`config.mk`:
```
export PLATFORM = sky130hd
export DESIGN_NAME = ifetch_queue
export DESIGN_NICKNAME = d
export VERILOG_FILES = /design/src/rtl/ifetch_queue.sv
export SDC_FILE = /design/constraint.sdc
export NUM_CORES = 1
export LEC_CHECK = 0
export ABC_AREA = 1
export CAP_MARGIN = 30
export CORE_UTILIZATION = 52
export CTS_CLUSTER_SIZE = 16
export DETAILED_ROUTE_END_ITERATION = 10
export PLACE_DENSITY_LB_ADDON = 0.2
export SLEW_MARGIN = 20
export SYNTH_ARGS = -nofsm -noshare
export SYNTH_HDL_FRONTEND = slang
export SYNTH_SLANG_ARGS = --single-unit
```
`constraint.sdc`:
```
create_clock -name clk -period 2.1 [get_ports clk]
set_input_delay 0.525 -clock clk [delete_from_list [all_inputs] [get_ports clk]]
set_output_delay 0.525 -clock clk [all_outputs]
set_load 0.02 [all_outputs]
```
`src/rtl/ifetch_queue.sv`:
```
// Instruction fetch unit with a 2-entry {pc, instr} queue feeding decode.
// Define IFETCH_QUEUE_STATS_EN to add fetch/stall event counters.
module ifetch_queue #(
    parameter logic [31:0] RESET_PC  = 32'h0000_0000,
    parameter logic [31:0] NOP_INSTR = 32'h0000_0013
) (
    input  logic        clk,
    input  logic        rst,
    output logic [31:0] iaddr,
    output logic        ireq,
    input  logic [31:0] idata,
    input  logic        iready_n,
    input  logic        stall_ID,
    input  logic        branch_PC_contral,
    input  logic [31:0] branch_target,
    output logic [31:0] Instraction_pype,
    output logic [31:0] PC_pype,
    output logic        valid_pype
`ifdef IFETCH_QUEUE_STATS_EN
    ,
    output logic [31:0] fetch_count,
    output logic [31:0] stall_count
`endif
);

    typedef enum logic [1:0] {
        WAIT0,
        RUN,
        FULL,
        REDIR
    } state_t;

    typedef struct packed {
        logic [31:0] pc;
        logic [31:0] instr;
    } entry_t;

    state_t      state_q, state_d;
    logic [31:0] pc_q, pc_d;
    entry_t      e0_q, e0_d;
    entry_t      e1_q, e1_d;
    logic [1:0]  cnt_q, cnt_d;
    logic        ireq_q;
    logic        vld_q;
    logic [31:0] ins_q;
    logic [31:0] pco_q;
    logic        push;
    logic        pop;
    entry_t      new_e;

    assign iaddr            = pc_q;
    assign ireq             = ireq_q;
    assign valid_pype       = vld_q;
    assign Instraction_pype = ins_q;
    assign PC_pype          = pco_q;

    assign new_e = '{pc: pc_q, instr: idata};
    assign pop   = (cnt_q != 2'd0) && !stall_ID && !branch_PC_contral;
    assign push  = ireq_q && !iready_n && !branch_PC_contral
                   && ((cnt_q != 2'd2) || pop);

    // e0 is always the head; a pop shifts e1 down.
    always_comb begin
        e0_d  = e0_q;
        e1_d  = e1_q;
        cnt_d = cnt_q;
        if (branch_PC_contral) begin
            cnt_d = 2'd0;
        end else begin
            unique case ({push, pop})
                2'b10: begin
                    if (cnt_q == 2'd0) e0_d = new_e;
                    else e1_d = new_e;
                    cnt_d = cnt_q + 2'd1;
                end
                2'b01: begin
                    e0_d  = e1_q;
                    cnt_d = cnt_q - 2'd1;
                end
                2'b11: begin
                    if (cnt_q == 2'd1) begin
                        e0_d = new_e;
                    end else begin
                        e0_d = e1_q;
                        e1_d = new_e;
                    end
                end
                default: ;
            endcase
        end
    end

    always_comb begin
        pc_d    = pc_q;
        state_d = state_q;
        if (branch_PC_contral) begin
            pc_d    = branch_target & 32'hFFFF_FFFC;
            state_d = REDIR;
        end else begin
            if (push) pc_d = pc_q + 32'd4;
            unique case (state_q)
                WAIT0: state_d = RUN;
                RUN:   if (cnt_d == 2'd2) state_d = FULL;
                FULL:  if (pop) state_d = RUN;
                REDIR: state_d = RUN;
                default: state_d = WAIT0;
            endcase
        end
    end

    always_ff @(posedge clk) begin
        if (rst) begin
            state_q <= WAIT0;
            pc_q    <= RESET_PC & 32'hFFFF_FFFC;
            e0_q    <= '0;
            e1_q    <= '0;
            cnt_q   <= 2'd0;
            ireq_q  <= 1'b0;
            vld_q   <= 1'b0;
            ins_q   <= NOP_INSTR;
            pco_q   <= 32'd0;
        end else begin
            state_q <= state_d;
            pc_q    <= pc_d;
            e0_q    <= e0_d;
            e1_q    <= e1_d;
            cnt_q   <= cnt_d;
            ireq_q  <= (state_d == RUN);
            vld_q   <= (cnt_d != 2'd0);
            ins_q   <= (cnt_d != 2'd0) ? e0_d.instr : NOP_INSTR;
            pco_q   <= (cnt_d != 2'd0) ? e0_d.pc : 32'd0;
        end
    end

`ifdef IFETCH_QUEUE_STATS_EN
    logic [31:0] fcnt_q, scnt_q;

    assign fetch_count = fcnt_q;
    assign stall_count = scnt_q;

    always_ff @(posedge clk) begin
        if (rst) begin
            fcnt_q <= 32'd0;
            scnt_q <= 32'd0;
        end else begin
            if (push) fcnt_q <= fcnt_q + 32'd1;
            if (ireq_q && iready_n) scnt_q <= scnt_q + 32'd1;
        end
    end
`endif

endmodule

```
After elaboration in Yosys (flattened, before gate mapping)
Cells that the tools add are included.
- add/sub/neg operators: 3
- eq/ne operators: 12
- multiplexer cells: 15
- bitwise operators: 2
- reductions and logical operators: 19
- operators by type and width (cell ; number):
    $mux W64 ; 5
    $pmux W64 S3 ; 1
    $pmux W64 S2 ; 1
    $mux W32 ; 2
    $add A32 B3 Y32 const B ; 1
    $eq A2 B2 Y1 const B ; 5
    $eq A2 B1 Y1 const B ; 4
    $mux W2 ; 4
    $reduce_bool A2 Y1 ; 4
    $ne A2 B2 Y1 const B ; 3
    $pmux W2 S3 ; 1
    $reduce_or A2 Y1 ; 3
    $logic_and A1 B1 Y1 ; 5
    $logic_not A2 Y1 ; 2
    $pmux W2 S2 ; 1
    $reduce_and A4 Y1 ; 1
    $logic_not A1 Y1 ; 3
    $add A2 B1 Y2 const B ; 1
    $not A1 Y1 ; 2
    $sub A2 B1 Y2 const B ; 1
    $logic_or A1 B1 Y1 ; 1
- register bits: 230

Longest topological paths before layout
- depth in word-level cells: 13
- depth in mapped cells: 14
- mapped depth without buffers: 14

Worst setup path before layout
Ideal clock, no wire load.
- kind: register to register
- from: register cnt_q[0]
- to: register ins_q[25], in the netlist Instraction_pype[25]
- setup time: 115 ps
- arrival: 1750 ps
- required time: 1985 ps
- path slack: 236 ps
- cell stages (with the launch flop): 15
- buffers on the path: 1
- period minus slack after synthesis: 1864 ps
- cells stage by stage: dfxtp_1 > inv_1 > ha_1 > nor2_4 > nand2_2 > inv_2 > nand2_1 > nand2_1 > nand2_1 > nand2_1 > nor2_1 > nand2_1 > nand2_2 > buf_4 > and2_1
- longest elaborated chain between the ends: 11
- RTL lines (item ; RTL line ; RTL):
    start: declaration ; 42 ; logic [1:0] cnt_q, cnt_d;
    start signal: assignment ; 127 ; cnt_q <= cnt_d;
    $reduce_bool A2 Y1 ; 58 ; assign pop = (cnt_q != 2'd0) && !stall_ID && !branch_PC_contral;
    $logic_and A1 B1 Y1 (2 in series) ; 58 ;
    $logic_or A1 B1 Y1 ; 60 ; && ((cnt_q != 2'd2) || pop);
    $logic_and A1 B1 Y1 ; 60 ;
    $eq A2 B1 Y1 or $eq A2 B2 Y1 (tied branches) ; 70 ; unique case ({push, pop})
    $pmux W2 S2 ; 70 ;
    $mux W2 ; 67 ; if (branch_PC_contral) begin
    $reduce_bool A2 Y1 ; 130 ; ins_q <= (cnt_d != 2'd0) ? e0_d.instr : NOP_INSTR;
    $not A1 Y1 (no line) ; -- ;
    $reduce_or A2 Y1 (no line) ; -- ;
    end signal: assignment ; 130 ;
    end: declaration ; 45 ; logic [31:0] ins_q;
Several ways; a longest one is shown, not always the timed one.
A chain may end at the register's enable or synchronous reset.

Worst setup path after layout
- from: register pc_q[6], in the netlist iaddr[6]
- to: output port iaddr[6]
- RTL lines (item ; RTL line ; RTL):
    start: declaration ; 39 ; logic [31:0] pc_q, pc_d;
    start signal: assignment ; 114 ; pc_q <= RESET_PC & 32'hFFFF_FFFC;
    start signal: assignment ; 124 ; pc_q <= pc_d;
    end: declaration ; 9 ; output logic [31:0] iaddr,
No word-level cell between the ends.

==> qor.yml <==
status: "complete, no violations"
critPathMaxStageDelay_ns: 0.64
critPathKind: "reg -> out"
start_util: 0.5323
crit_path_start_kind: "flip-flop"
dr_total_vias: 8306
rows: 48
drcViolationCount: 0
leakage_nw: 5.118
final-setup-viol-count: 0
cp_slowest_cell: "clkdlybuf4s50_1"
die_area_mm2: 0.01818
wire_per_inst_um: 14.65
min_path_type: "reg -> reg"
portBuffers: 162
viasPerCell: 5.102
min_period_over_period: 0.9815
maxUsedRoutingLayer: "met4"
cts_buffers: 23
whs_endpoint: "PC_pype[1]$_SDFF_PP0_"
ys.flop_type: "dfxtp_1"
cp_cell_sequence: "clkdlybuf4s50_1"
syn_area_per_cell_um2: 7.564
required_ns: 1.57
period_minus_slack_ns: 2.061
nFillCells: 1395
hold_depth: 2
whs_ns: 0.4517
finalSetupTns_ns: 0
wl_mm: 23.85
synthAdderAreaFrac: 0.008182
synthSimpleGateAreaFrac: 0.2170
post_cts_buffers: 0
drive_above_1_share: 0.07846
cp-end-kind: "output pin"
antenna_found_initial: 0
grt_use_total: 0.2563
finClkSkew_ns: 0.008500
grt.overflow.total: 0
maxSlewViolCount: 0
synth_top_family_by_area: "simple AND/OR/NAND/NOR gates"
r2r_slack_ns: 0.11
yosys_warnings: 0
die_x_um: 134.8
cellPowerDensity_mw_per_mm2: 756.5
pin_count: 167
die_h_um: 134.8
grt_pass1_wl_mm: 37.59
min_from: "e0_q[33]$_SDFF_PP0_"
core_mm2: 0.01724
wl_met2_mm: 11.70
max-clock-path-buffers: 3
r2r_cells: 14
cp_max_fo: 3
hpwlAfterDp_mm: 15.72
antenna_left: 0
grt_pass1_vias: 7665
arrival_ns: 1.54
async_reset_ff_frac: 0
grt_max_degree: 70
max_clock_freq_ghz: 0.4851
muxShareOfSynthArea: 0
drtPass1Iterations: 5
met3_length_mm: 1.594
synth-seq-cells: 226
rr_endpoint: "Instraction_pype[19]$_SDFF_PP0_"
utilization: 0.7035
finalNetCount: 1461
clk_latency_ns: 0.51
synth-compound-area-share: 0.1571
cts_tree: "done"
worst-path-buf-inv: 1
maxCapViolCount: 0
power.total_mw: 9.173
cp_top_family: "buffers and inverters"
routabilityCongestion: 0.9060
clockRootBuffer: "clkbuf_16"
syn2layout_area_growth_pct: 32.17
ys_seq_area_frac: 0.4931
irDropWorstVdd_v: 0.0005167
drt_iter0_markers: 555
postSynthCellCount: 1213
synth_edf_count: 0
path_clk_slew_ns: 0.06
clock_sinks: 226
synthXorXnorAreaFrac: 0.01527
netlist_area_mm2: 0.009175
hold_violations: 0
reg2reg_from: "cnt_q[1]$_SDFF_PP0_"
synth_cell_types: 32
htreeDepth: 1
drt-met1-wl_mm: 10.23
flip-flops by register name, summed over array words and instances, names as in the netlist:
register	flops
e1_q	62
cnt_q	2
state_q	2
iaddr	30
PC_pype	32
valid_pype	1
e0_q	64
Instraction_pype	32
ireq	1
final cells by class:
type / instances / area (um^2) / share of cell area
well taps: 225 / 281.5 / 0.02322
diodes: 1 / 2.502 / 0.0002064
flip-flops and latches: 226 / 4528 / 0.3734
clock inverters: 6 / 62.56 / 0.005159
inverters: 186 / 699.4 / 0.05768
multi-input cells: 737 / 3700 / 0.3051
repair buffers: 212 / 2202 / 0.1816
clock buffers: 35 / 650.6 / 0.05365
worst max-delay path by stage:
stage,start,to,cells after the start
after floorplan,cnt_q[0]$_SDFF_PP0_,Instraction_pype[25]$_SDFF_PP0_,14
after global placement,iready_n,PC_pype[4]$_SDFF_PP0_,13
after detailed placement,iready_n,PC_pype[11]$_SDFF_PP0_,13
after CTS,iaddr[10]$_SDFFE_PP0P_,iaddr[10],1
after global routing,cnt_q[1]$_SDFF_PP0_,Instraction_pype[19]$_SDFF_PP0_,13
final,iaddr[6]$_SDFFE_PP0P_,iaddr[6],1
per-stage QoR:
step                cell area (um^2)  setup WS [ns]  std cells
floorplan                       9179         0.2355       1214
global placement               11310        -0.2599       1582
detailed placement             11310        -0.3295       1582
CTS                            11990       0.003167       1623
global route                   12120       -0.01368       1627
finish                         12130        0.03875       1628
per-layer routing:
metal,global-route usage,vias up
li1,-,4162
met1,0.3327,3857
met2,0.4442,263
met3,0.03866,24
met4,0.06617,0
met5,0,-
cells in the mapped netlist (3+ instances only):
cell type | count | area [um^2]
nand2_1 | 307 | 1152
dfxtp_1 | 226 | 4524
inv_1 | 182 | 683.2
o21ai_0 | 92 | 460.4
a21oi_1 | 80 | 400.4
o211ai_1 | 61 | 457.9
and2_1 | 58 | 362.9
nor2_1 | 48 | 180.2
clkbuf_1 | 28 | 105.1
buf_2 | 25 | 125.1
nand3_1 | 16 | 80.08
a31oi_1 | 14 | 87.58
nor3_1 | 13 | 65.06
xor2_1 | 13 | 113.9
buf_1 | 7 | 26.28
ha_1 | 6 | 75.07
nand4_1 | 5 | 31.28
inv_2 | 4 | 15.01
buf_4 | 3 | 22.52
nand2_2 | 3 | 18.77
nor2_2 | 3 | 18.77
xnor2_1 | 3 | 26.28
logic make-up after synthesis:
logic type / after synthesis
AND/OR/NAND/NOR: 462
adder cells (fa/ha/maj): 6
XOR/XNOR: 16
flip-flops: 226
other: 1
buffers and inverters: 251
AO/OA/AOI/OAI: 251
cell usage in the layout (no fill, tap or decap), types with 26 or more instances in the layout:
master,count
a21oi_1,80
nand2_1,305
o211ai_1,61
clkbuf_16,26
buf_4,31
dfxtp_1,223
and2_1,58
clkdlybuf4s50_1,135
dlygate4sd2_1,26
nor2_1,48
o21ai_0,92
inv_1,180
power by group:
part,leakage (nW),internal [mW],switching (mW)
Sequential,1.83,4.39,0.0880
Combinational,2.94,0.353,0.440
Clock,0.350,2.26,1.64
Total,5.12,7.01,2.16
timing repair:
action | CTS | global route
endpoints found under the setup margin | 26 | 136
gates cloned | 0 | 4
pin swaps | 0 | 2
gates resized for setup | 27 | 12
hold buffers | 0 | 0
No activity file was read; power rests on OpenSTA's default activity.
